$ cat config.mk
export PLATFORM = sky130hd
export DESIGN_NAME = rf_wb_arbiter_flat
export DESIGN_NICKNAME = d
export VERILOG_FILES = /design/src/rtl/rf_wb_arbiter_pkg.sv /design/src/rtl/rf_wb_arbiter_if.sv /design/src/rtl/rf_wb_arbiter_wb_slot.sv /design/src/rtl/rf_wb_arbiter.sv /design/src/flat_wrapper.sv
export SDC_FILE = /design/constraint.sdc
export NUM_CORES = 1
export LEC_CHECK = 0
export BUFFER_PORTS_ARGS = -buffer_cell sky130_fd_sc_hd__buf_2
export CAP_MARGIN = 5
export CORE_UTILIZATION = 35
export CTS_CLUSTER_SIZE = 8
export DETAILED_ROUTE_END_ITERATION = 10
export GPL_ROUTABILITY_DRIVEN = 0
export PLACE_DENSITY = 0.63
export SLEW_MARGIN = 30
export SYNTH_ARGS = -nofsm -noshare
export SYNTH_HDL_FRONTEND = slang
export SYNTH_SLANG_ARGS = --single-unit
$ cat constraint.sdc
create_clock -name CLK -period 5.3 [get_ports CLK]
set_input_delay 0.53 -clock CLK [delete_from_list [all_inputs] [get_ports CLK]]
set_output_delay 0.53 -clock CLK [all_outputs]
set_load 0.02 [all_outputs]
$ cat src/rtl/rf_wb_arbiter_pkg.sv
// Shared constants and source encoding for the register-file writeback arbiter.
//   WORDSIZE : register-file word width
//   REG_NUM  : number of architectural registers
//   AW       : register index width, log2(REG_NUM)
//   src_e    : producer encoding used by the round-robin pointer
package rf_wb_arbiter_pkg;

  localparam int WORDSIZE = 32;
  localparam int REG_NUM  = 32;
  localparam int AW       = 5;

  typedef enum logic {
    SRC_ALU = 1'b0,
    SRC_MEM = 1'b1
  } src_e;

  // The source that gets priority after 's' has been served.
  function automatic src_e other_src(src_e s);
    return (s == SRC_ALU) ? SRC_MEM : SRC_ALU;
  endfunction

endpackage

$ cat src/rtl/rf_wb_arbiter_if.sv
// Producer-to-arbiter writeback handshake.
//   valid : result offered by the producer
//   ready : arbiter slot can take the result this cycle
//   rd    : destination register index
//   data  : result value
// master = producer side, slave = arbiter side.
interface rf_wb_arbiter_if
  import rf_wb_arbiter_pkg::*;
#(
  parameter int WORDSIZE_P = WORDSIZE,
  parameter int AW_P       = AW
);

  logic                  valid;
  logic                  ready;
  logic [AW_P-1:0]       rd;
  logic [WORDSIZE_P-1:0] data;

  modport master (output valid, rd, data, input ready);
  modport slave  (input valid, rd, data, output ready);

endinterface

$ cat src/rtl/rf_wb_arbiter_wb_slot.sv
// One-entry writeback holding slot.
//   CLK, reset : clock and synchronous active-high reset
//   valid      : producer offer
//   ready      : slot can accept this cycle (empty, or being drained now)
//   in_rd/in_data : offered destination and value
//   grant      : arbiter is writing this slot's entry this cycle
//   pend/rd/data  : held entry
// Offers targeting x0 complete the handshake but are never stored.
module wb_slot #(
  parameter int WORDSIZE = 32,
  parameter int AW       = 5
) (
  input  logic                CLK,
  input  logic                reset,
  input  logic                valid,
  output logic                ready,
  input  logic [AW-1:0]       in_rd,
  input  logic [WORDSIZE-1:0] in_data,
  input  logic                grant,
  output logic                pend,
  output logic [AW-1:0]       rd,
  output logic [WORDSIZE-1:0] data
);

  logic                pend_q, pend_d;
  logic [AW-1:0]       rd_q, rd_d;
  logic [WORDSIZE-1:0] data_q, data_d;

  // Draining and refilling in the same cycle keeps one result per cycle.
  assign ready = !reset && (!pend_q || grant);

  always_comb begin
    pend_d = pend_q;
    rd_d   = rd_q;
    data_d = data_q;
    if (grant) begin
      pend_d = 1'b0;
    end
    if (valid && ready && (in_rd != '0)) begin
      pend_d = 1'b1;
      rd_d   = in_rd;
      data_d = in_data;
    end
  end

  always_ff @(posedge CLK) begin
    if (reset) begin
      pend_q <= 1'b0;
      rd_q   <= '0;
      data_q <= '0;
    end else begin
      pend_q <= pend_d;
      rd_q   <= rd_d;
      data_q <= data_d;
    end
  end

  assign pend = pend_q;
  assign rd   = rd_q;
  assign data = data_q;

endmodule

$ cat src/rtl/rf_wb_arbiter.sv
// Writeback arbiter for the register file's single write port.
//   CLK, reset   : clock and synchronous active-high reset
//   alu, mem     : producer handshakes (slave side)
//   regwrite/write1/write_data : register-file write port, driven from the
//                  granted slot, all zero when nothing is granted
//   pending_mask : one bit per register with a write still held in a slot
//   conflict_cnt : saturating count of cycles with both slots pending
// Round-robin between the two slots; after any grant the other source has
// priority, so a waiting slot is served at most one cycle later.
module rf_wb_arbiter
  import rf_wb_arbiter_pkg::*;
#(
  parameter int WORDSIZE = rf_wb_arbiter_pkg::WORDSIZE,
  parameter int REG_NUM  = rf_wb_arbiter_pkg::REG_NUM,
  parameter int AW       = rf_wb_arbiter_pkg::AW
) (
  input  logic                CLK,
  input  logic                reset,
  rf_wb_arbiter_if.slave      alu,
  rf_wb_arbiter_if.slave      mem,
  output logic                regwrite,
  output logic [AW-1:0]       write1,
  output logic [WORDSIZE-1:0] write_data,
  output logic [REG_NUM-1:0]  pending_mask,
  output logic [15:0]         conflict_cnt
);

  logic                alu_pend, mem_pend;
  logic [AW-1:0]       alu_rd, mem_rd;
  logic [WORDSIZE-1:0] alu_data, mem_data;
  logic                grant_alu, grant_mem;

  src_e        ptr_q, ptr_d;
  logic [15:0] cnt_q, cnt_d;

  wb_slot #(.WORDSIZE(WORDSIZE), .AW(AW)) u_alu_slot (
    .CLK     (CLK),
    .reset   (reset),
    .valid   (alu.valid),
    .ready   (alu.ready),
    .in_rd   (alu.rd),
    .in_data (alu.data),
    .grant   (grant_alu),
    .pend    (alu_pend),
    .rd      (alu_rd),
    .data    (alu_data)
  );

  wb_slot #(.WORDSIZE(WORDSIZE), .AW(AW)) u_mem_slot (
    .CLK     (CLK),
    .reset   (reset),
    .valid   (mem.valid),
    .ready   (mem.ready),
    .in_rd   (mem.rd),
    .in_data (mem.data),
    .grant   (grant_mem),
    .pend    (mem_pend),
    .rd      (mem_rd),
    .data    (mem_data)
  );

  // Grants are suppressed while reset is high so held entries are dropped
  // without reaching the register file.
  assign grant_alu = !reset && alu_pend && (!mem_pend || (ptr_q == SRC_ALU));
  assign grant_mem = !reset && mem_pend && (!alu_pend || (ptr_q == SRC_MEM));

  always_comb begin
    ptr_d = ptr_q;
    if (grant_alu) begin
      ptr_d = other_src(SRC_ALU);
    end else if (grant_mem) begin
      ptr_d = other_src(SRC_MEM);
    end
  end

  always_comb begin
    cnt_d = cnt_q;
    if (alu_pend && mem_pend && (cnt_q != 16'hFFFF)) begin
      cnt_d = cnt_q + 16'd1;
    end
  end

  always_ff @(posedge CLK) begin
    if (reset) begin
      ptr_q <= SRC_ALU;
      cnt_q <= '0;
    end else begin
      ptr_q <= ptr_d;
      cnt_q <= cnt_d;
    end
  end

  always_comb begin
    regwrite   = grant_alu || grant_mem;
    write1     = '0;
    write_data = '0;
    if (grant_alu) begin
      write1     = alu_rd;
      write_data = alu_data;
    end else if (grant_mem) begin
      write1     = mem_rd;
      write_data = mem_data;
    end
  end

  // x0 is never held, but bit 0 is tied off so the mask contract does not
  // depend on that.
  genvar gi;
  generate
    for (gi = 0; gi < REG_NUM; gi++) begin : g_mask
      if (gi == 0) begin : g_zero
        assign pending_mask[gi] = 1'b0;
      end else begin : g_reg
        assign pending_mask[gi] = (alu_pend && (alu_rd == AW'(gi))) ||
                                  (mem_pend && (mem_rd == AW'(gi)));
      end
    end
  endgenerate

  assign conflict_cnt = cnt_q;

endmodule

$ cat src/flat_wrapper.sv
// flat-port wrapper written by rule: the top's interface ports become plain ports
module rf_wb_arbiter_flat import rf_wb_arbiter_pkg::*;
#(
  parameter int WORDSIZE = rf_wb_arbiter_pkg::WORDSIZE,
  parameter int REG_NUM  = rf_wb_arbiter_pkg::REG_NUM,
  parameter int AW       = rf_wb_arbiter_pkg::AW
)
  (CLK, reset, regwrite, write1, write_data, pending_mask, conflict_cnt, alu_valid, alu_rd, alu_data, alu_ready, mem_valid, mem_rd, mem_data, mem_ready);
  rf_wb_arbiter_if #(.WORDSIZE_P(32), .AW_P(5)) alu_i ();
  rf_wb_arbiter_if #(.WORDSIZE_P(32), .AW_P(5)) mem_i ();
  input  logic CLK;
  input  logic reset;
  output logic regwrite;
  output logic [AW-1:0] write1;
  output logic [WORDSIZE-1:0] write_data;
  output logic [REG_NUM-1:0] pending_mask;
  output logic [15:0] conflict_cnt;
  input wire logic [$bits(alu_i.valid)-1:0] alu_valid;
  input wire logic [$bits(alu_i.rd)-1:0] alu_rd;
  input wire logic [$bits(alu_i.data)-1:0] alu_data;
  output wire logic [$bits(alu_i.ready)-1:0] alu_ready;
  input wire logic [$bits(mem_i.valid)-1:0] mem_valid;
  input wire logic [$bits(mem_i.rd)-1:0] mem_rd;
  input wire logic [$bits(mem_i.data)-1:0] mem_data;
  output wire logic [$bits(mem_i.ready)-1:0] mem_ready;
  assign alu_i.valid = alu_valid;
  assign alu_i.rd = alu_rd;
  assign alu_i.data = alu_data;
  assign alu_ready = alu_i.ready;
  assign mem_i.valid = mem_valid;
  assign mem_i.rd = mem_rd;
  assign mem_i.data = mem_data;
  assign mem_ready = mem_i.ready;
  rf_wb_arbiter #(.WORDSIZE(WORDSIZE), .REG_NUM(REG_NUM), .AW(AW)) u_core (.CLK(CLK), .reset(reset), .alu(alu_i), .mem(mem_i), .regwrite(regwrite), .write1(write1), .write_data(write_data), .pending_mask(pending_mask), .conflict_cnt(conflict_cnt));
endmodule
==> impl_metrics.ini, run 1 <==
[global_routing]
grt_start_max_net_pins = 69
grt_usage_pct = 21.6
grt_pass1_wl_um = 23000
gr-total-overflow = 0
grt_pass1_vias = 4686
antenna_found_initial = 0

[clocking]
numCtsBuffers = 9
clockBufferDepth = 2
htree_levels = 3
ctsHoldBuffers = 0
clock_latency_ns = 0.34
cts_root_buf = clkbuf_16
cts_resized = 0
cts_sinks = 93
cts.clk_slew.worst_paths_ns = 0.07
postCtsSetupBuffers = 0
cts_tree = built

[synthesis]
synth_top_family_by_area = compound AO/OA/AOI/OAI gates
synthMuxAreaShare_pct = 0
synth_area_um2 = 4570
synth-compound-area-share_pct = 32.5
synth_ff_type = dfxtp_1
yosysMostFrequentCell = dfxtp_1
netlist_top_cells_count = 93 x dfxtp_1, 91 x a21oi_1, 79 x o21ai_0, 78 x nand3_1, 46 x clkbuf_1
synth_top_area_cell = dfxtp_1
ys_types = 43
postSynthAreaPerCell_um2 = 7.84
synthTopCellsByArea = dfxtp_1 41%, a21oi_1 10%, o21ai_0 8.7%
yosys.area.top_type_share_pct = 40.8
synthXorXnorAreaFrac_pct = 0.192
ys_seq_area_share_pct = 40.8
ys_async_sr_fraction_pct = 0
synth.net_count = 662
synth_edf_count = 0
synthAdderAreaFrac_pct = 0.274
synth-simple-area-share_pct = 20.2
yosysWarningCount = 0
synth_seq_cells = 93
synthCells = 583

[sta]
period_needed_ns = 3.05
max_slew_margin_pct = 51.2
worstMarginPinSlew_ns = 0.731
fmax_mhz = 328
rsz0062_at_grt = false
hold_violations = 0
finClkSkew_ns = 0.00671
drv_slew = 0
final-setup-viol-count = 0
worst_slack_ns = 2.25
fin_setup_tns_ns = 0
final.period_utilization_pct = 57.6

[power]
fin_total_pwr_w = 0.00150
netSwitchingPower_w = 0.000399
p_sw_share_pct = 26.5
p_clk_share_pct = 39.2
p_leak_nw = 2.27
ir_worst_vdd_uv = 137
pwr-share-seq_pct = 50.0
power.density_nw_per_um2 = 264
intPower_w = 0.00111
pwr-share-comb_pct = 10.8

[finish]
area_growth_pct = 24.8
final_cell_count_no_fill = 882
layout-drive-gt1-share_pct = 28.6
finalNetCount = 784
antenna_cells = 0
num-fill-cells = 1292

[routing]
drtIter0Drc = 354
route.vias.total = 5074
avgRoutedWirePerCell_um = 16.8
viasPerCell = 5.75
ant_nets = 0
drc = 0
dr.pass1.iters = 5
routed_wl_um = 14800

[floorplanning]
fp.dieW_um = 116
rows = 41
core_area_um2 = 12700
pin_count = 166
die_h_um = 116
start_util_pct = 36.1
design.die.area_um2 = 13500

[worst_setup_path]
cp-start-kind = register
crit_required_ns = 4.77
worstPathArrival_ns = 2.52
cp_max_fo = 31
critPathCaptureType = primary output
path_class = reg -> out

[placement]
hpwl_um = 10300
placed_cells = 866
place.port_buffers = 164
preCtsSetupSlack_ns = 2.47

[min_path]
hp-class = in -> reg

[run]
maxCapViolations = 0

[outcome]
status = complete, no violations
## power by group through the flow
stage               Clock (W)  Sequential, W  Combinational [W]
finish               0.000590       0.000753           0.000162
global route         0.000634       0.000756           0.000180
CTS                  0.000605       0.000752           0.000163
detailed placement          0       0.000768           0.000162
global placement            0       0.000768           0.000158
floorplan                   0       0.000755           0.000108
## worst max-delay path, stage by stage (launching register included)
cell and delay [ns]:
dfxtp_1 0.57, inv_1 0.24, a211oi_4 0.55, buf_4 0.42
a22o_1 0.19, buf_2 0.17
## layer usage
| metal | track usage [%] | vias up | share of wire (%) |
|---|---|---|---|
| met3 | 4.57 | 30 | 7.1 |
| met2 | 36.7 | 217 | 47 |
| met5 | 0 | - | 0 |
| li1 | - | 2428 | - |
| met4 | 8.89 | 0 | 2.2 |
| met1 | 26.5 | 2399 | 43 |
## state kept, by name (all words and copies together), names as in the netlist
name	flops
u_core.u_mem_slot.data	32
u_core.u_mem_slot.rd	5
u_core.u_mem_slot.pend	1
u_core.conflict_cnt	16
u_core.u_alu_slot.pend	1
u_core.u_alu_slot.data	32
u_core.ptr_q	1
u_core.u_alu_slot.rd	5
## cell families (layout without fill, tap and decap cells)
logic type	Yosys count	in the layout
buf+inv	64	191
other cells	1	1
flops	93	93
xor+xnor	1	1
compound gates	254	254
simple gates	169	169
fa+ha+maj	1	1
## through the flow
step                cell area (um^2)  hold WS [ns]  util [%]
global route                    5700         0.439      45.0
detailed placement              5430         0.468      42.9
global placement                5420         0.462      42.8
CTS                             5700         0.424      45.0
finish                          5700         0.433      45.0
floorplan                       4570         0.451         -
## layout by cell type, fill, tap and decap left out, types with 3 or more instances in the layout
cell type	count
a22o_1	37
o31ai_1	10
nand2_1	22
or4_1	9
buf_2	164
and3_1	3
buf_4	8
nand3_1	78
clkbuf_16	9
nand4_1	8
clkinv_2	3
or3_1	7
nor2b_1	4
inv_1	3
o22ai_1	32
nor2_1	5
o21ai_0	79
a21oi_1	91
or2_2	4
dfxtp_1	93
nand2b_1	9
## worst paths after layout
check                                                            start                                       to  slack [ns]  cells after the start
worst min register to register  u_core.u_mem_slot.data[7]$_SDFFE_PP0P_   u_core.u_mem_slot.data[7]$_SDFFE_PP0P_        0.48                      2
worst min-delay path                                      mem_data[10]  u_core.u_mem_slot.data[10]$_SDFFE_PP0P_        0.43                      3
worst max-delay path               u_core.u_alu_slot.pend$_SDFFE_PP0P_                           write_data[28]        2.25                      5
worst max register to register     u_core.u_mem_slot.pend$_SDFFE_PP0P_  u_core.u_mem_slot.data[29]$_SDFFE_PP0P_        3.01                      5
## area by class of cell
cell class              count  area, um^2  area share (%)
multi-input cells         426        2460            43.2
flip-flops and latches     93        1860            32.7
repair buffers            172         881            15.5
clock buffers              10         229            4.02
well taps                 172         215            3.78
clock inverters             6        40.0           0.703
inverters                   3        11.3           0.198
(Power assumes the default switching activity.)
==> inputs of run 2 (changes only) <==
- ABC_AREA: unset -> 1
- PLACE_DENSITY: 0.63 -> 0.62
- clock period: 5.3 -> 3.2 ns (I/O delays scaled with it)
==> run 2 against run 1 <==
Net effect:
- cell count increased by 20%
- clock skew decreased by 0.0031 ns
- sequential power increased by 67%
- routed wire length decreased by 4.4%
- clock power increased by 100%
- critical path depth decreased by 2
- count of clock-buffer cells in the layout increased by 2
- setup slack got worse by 1.7 ns
- first-iteration DRC count decreased by 14%
- synthesized cell count increased by 27%
- largest power group unchanged
==> impl_metrics.ini, run 2 <==
[synthesis]
synth_edf_count = 0
synth_seq_cells = 93
ys_types = 29
synth_area_um2 = 4730
yosysMostFrequentCell = nand2_1
synthTopCellsByArea = dfxtp_1 39%, nand2_1 14%, nor2_1 11%
ys_seq_area_share_pct = 39.4
ys_async_sr_fraction_pct = 0
synthCells = 739
synth_top_area_cell = dfxtp_1
yosysWarningCount = 0
synth.net_count = 818
synth_ff_type = dfxtp_1
postSynthAreaPerCell_um2 = 6.40
yosys.area.top_type_share_pct = 39.4
netlist_top_cells_count = 172 x nand2_1, 142 x nor2_1, 93 x dfxtp_1, 91 x inv_1, 68 x o22ai_1

[clocking]
cts_tree = built
clockBufferDepth = 2
numCtsBuffers = 9
cts_root_buf = clkbuf_16
cts.clk_slew.worst_paths_ns = 0.06
clock_latency_ns = 0.35
ctsHoldBuffers = 0
postCtsSetupBuffers = 0
htree_levels = 3
cts_sinks = 93
cts_resized = 0

[finish]
finalNetCount = 958
antenna_cells = 0
most-common-layout-cells = 172 x nand2_1, 164 x buf_2, 142 x nor2_1
final_common_cell = nand2_1
area_growth_pct = 26.7
layout-drive-gt1-share_pct = 22.2

[sta]
final-setup-viol-count = 0
hold_violations = 0
fmax_mhz = 372
finClkSkew_ns = 0.00358
period_needed_ns = 2.68
final.period_utilization_pct = 83.9
max_slew_margin_pct = 41.7
fin_setup_tns_ns = 0
rsz0062_at_grt = false
worstMarginPinSlew_ns = 0.873
whs_ns = 0.188
drv_slew = 0

[run]
maxCapViolations = 0

[routing]
dr.pass1.iters = 4
drtIter0Drc = 305
drc = 0
routed_wl_um = 14100
viasPerCell = 4.85
avgRoutedWirePerCell_um = 13.3
route.vias.total = 5142
ant_nets = 0

[min_path]
hp-class = in -> reg

[power]
intPower_w = 0.00208
power.density_nw_per_um2 = 469
p_leak_nw = 2.88
p_sw_share_pct = 25.8
pwr-share-seq_pct = 44.9
netSwitchingPower_w = 0.000726
ir_worst_vdd_uv = 230
pwr-share-comb_pct = 13.1
p_clk_share_pct = 42.0

[worst_setup_path]
cp_max_fo = 39
critPathCaptureType = primary output
path_class = reg -> out
cp-start-kind = register
crit_chain = nand3_2 -> o22ai_1 -> buf_2
cp_top_family = simple AND/OR/NAND/NOR gates
worstPathArrival_ns = 2.36
crit_slowest_cell = nand3_2
crit_required_ns = 2.88
critical_path_buf_inv_count = 1
slowest_delay_ns = 0.76

[global_routing]
gr-total-overflow = 0
grt_start_max_net_pins = 52
grt_pass1_vias = 4630
antenna_found_initial = 0
grt_pass1_wl_um = 23100
grt_usage_pct = 20.8

[floorplanning]
core_area_um2 = 13200
pin_count = 166
start_util_pct = 35.8
die_h_um = 118
design.die.area_um2 = 14000
rows = 42
fp.dieW_um = 118

[placement]
place.port_buffers = 164
hpwl_um = 9990

[outcome]
status = complete, no violations
[run 2: cell count changes after synthesis, moves of 10 or more]
cell / before / now
nand2_1: 24 / 172
nor2_1: 5 / 142
inv_1: 3 / 91
nand3_1: 78 / 14
o21ai_0: 79 / 33
a21oi_1: 91 / 53
a22o_1: 37 / 0
o22ai_1: 32 / 68
clkbuf_1: 46 / 25
o31ai_1: 10 / 0
[run 2: area by class of cell]
type	instances	area, um^2
clock buffer	12	256
fill	1443	7200
inverter	93	349
sequential	93	1860
tap	176	220
timing repair buffer	172	906
multi-input combinational	510	2330
clock inverter	4	70.1
[run 2: routing by layer]
layer / GRT usage (%) / up-vias / part of all wire (%)
met3: 4.10 / 26 / 7.3
met5: 0 / - / 0
li1: - / 2645 / -
met1: 27.0 / 2268 / 45
met4: 11.1 / 0 / 3.0
met2: 32.5 / 203 / 45
[run 2: worst register-to-register path, cell delays in order (launching register included)]
cell and delay, ns:
dfxtp_1 0.41, nand2_2 0.12, inv_2 0.05, a21oi_2 0.16, nand3_1 0.53, buf_12 0.39, o21ai_0 0.20, nor2_1 0.06
[run 2: per-stage QoR]
stage	worst slack, ns	power (W)	cells	util, %	instance area [um^2]
final	0.515	0.00281	1060	45.4	5990
after global placement	0.919	0.00166	1044	42.9	5660
after detailed placement	0.846	0.00165	1044	42.9	5660
after CTS	0.560	0.00283	1060	45.4	5990
after floorplan	1.52	0.00153	739	-	4730
after global routing	0.331	0.00293	1060	45.4	5990
[run 2: cell families (layout without fill, tap and decap cells)]
| family | count (synthesis) | count (layout) | share of synthesized area, % |
|---|---|---|---|
| XOR/XNOR | 7 | 7 | 1.30 |
| AO/OA/AOI/OAI | 162 | 162 | 19.6 |
| flip-flops | 93 | 93 | 39.4 |
| other | 1 | 1 | 0.0793 |
| AND/OR/NAND/NOR | 339 | 339 | 27.9 |
| buffers and inverters | 136 | 281 | 11.5 |
| adder cells (fa/ha/maj) | 1 | 1 | 0.265 |
[run 2: final timing paths]
| path | end | cells after the start | slack, ns | startpoint |
|---|---|---|---|---|
| worst max register to register | u_core.u_alu_slot.data[6]$_SDFFE_PP0P_ | 7 | 1.16 | u_core.u_mem_slot.pend$_SDFFE_PP0P_ |
| worst max-delay path | write1[1] | 3 | 0.52 | u_core.u_alu_slot.pend$_SDFFE_PP0P_ |
| worst min-delay path | u_core.u_mem_slot.data[8]$_SDFFE_PP0P_ | 3 | 0.19 | mem_data[8] |
| worst min register to register | u_core.u_alu_slot.data[2]$_SDFFE_PP0P_ | 2 | 0.48 | u_core.u_alu_slot.data[2]$_SDFFE_PP0P_ |
[run 2: power groups by stage]
stage / logic, W / registers, W / clock network (W)
4_1_cts: 0.000371 / 0.00126 / 0.00120
3_3_place_gp: 0.000374 / 0.00128 / 0
6_report: 0.000369 / 0.00126 / 0.00118
3_5_place_dp: 0.000370 / 0.00129 / 0
2_1_floorplan: 0.000251 / 0.00128 / 0
5_1_grt: 0.000422 / 0.00127 / 0.00124
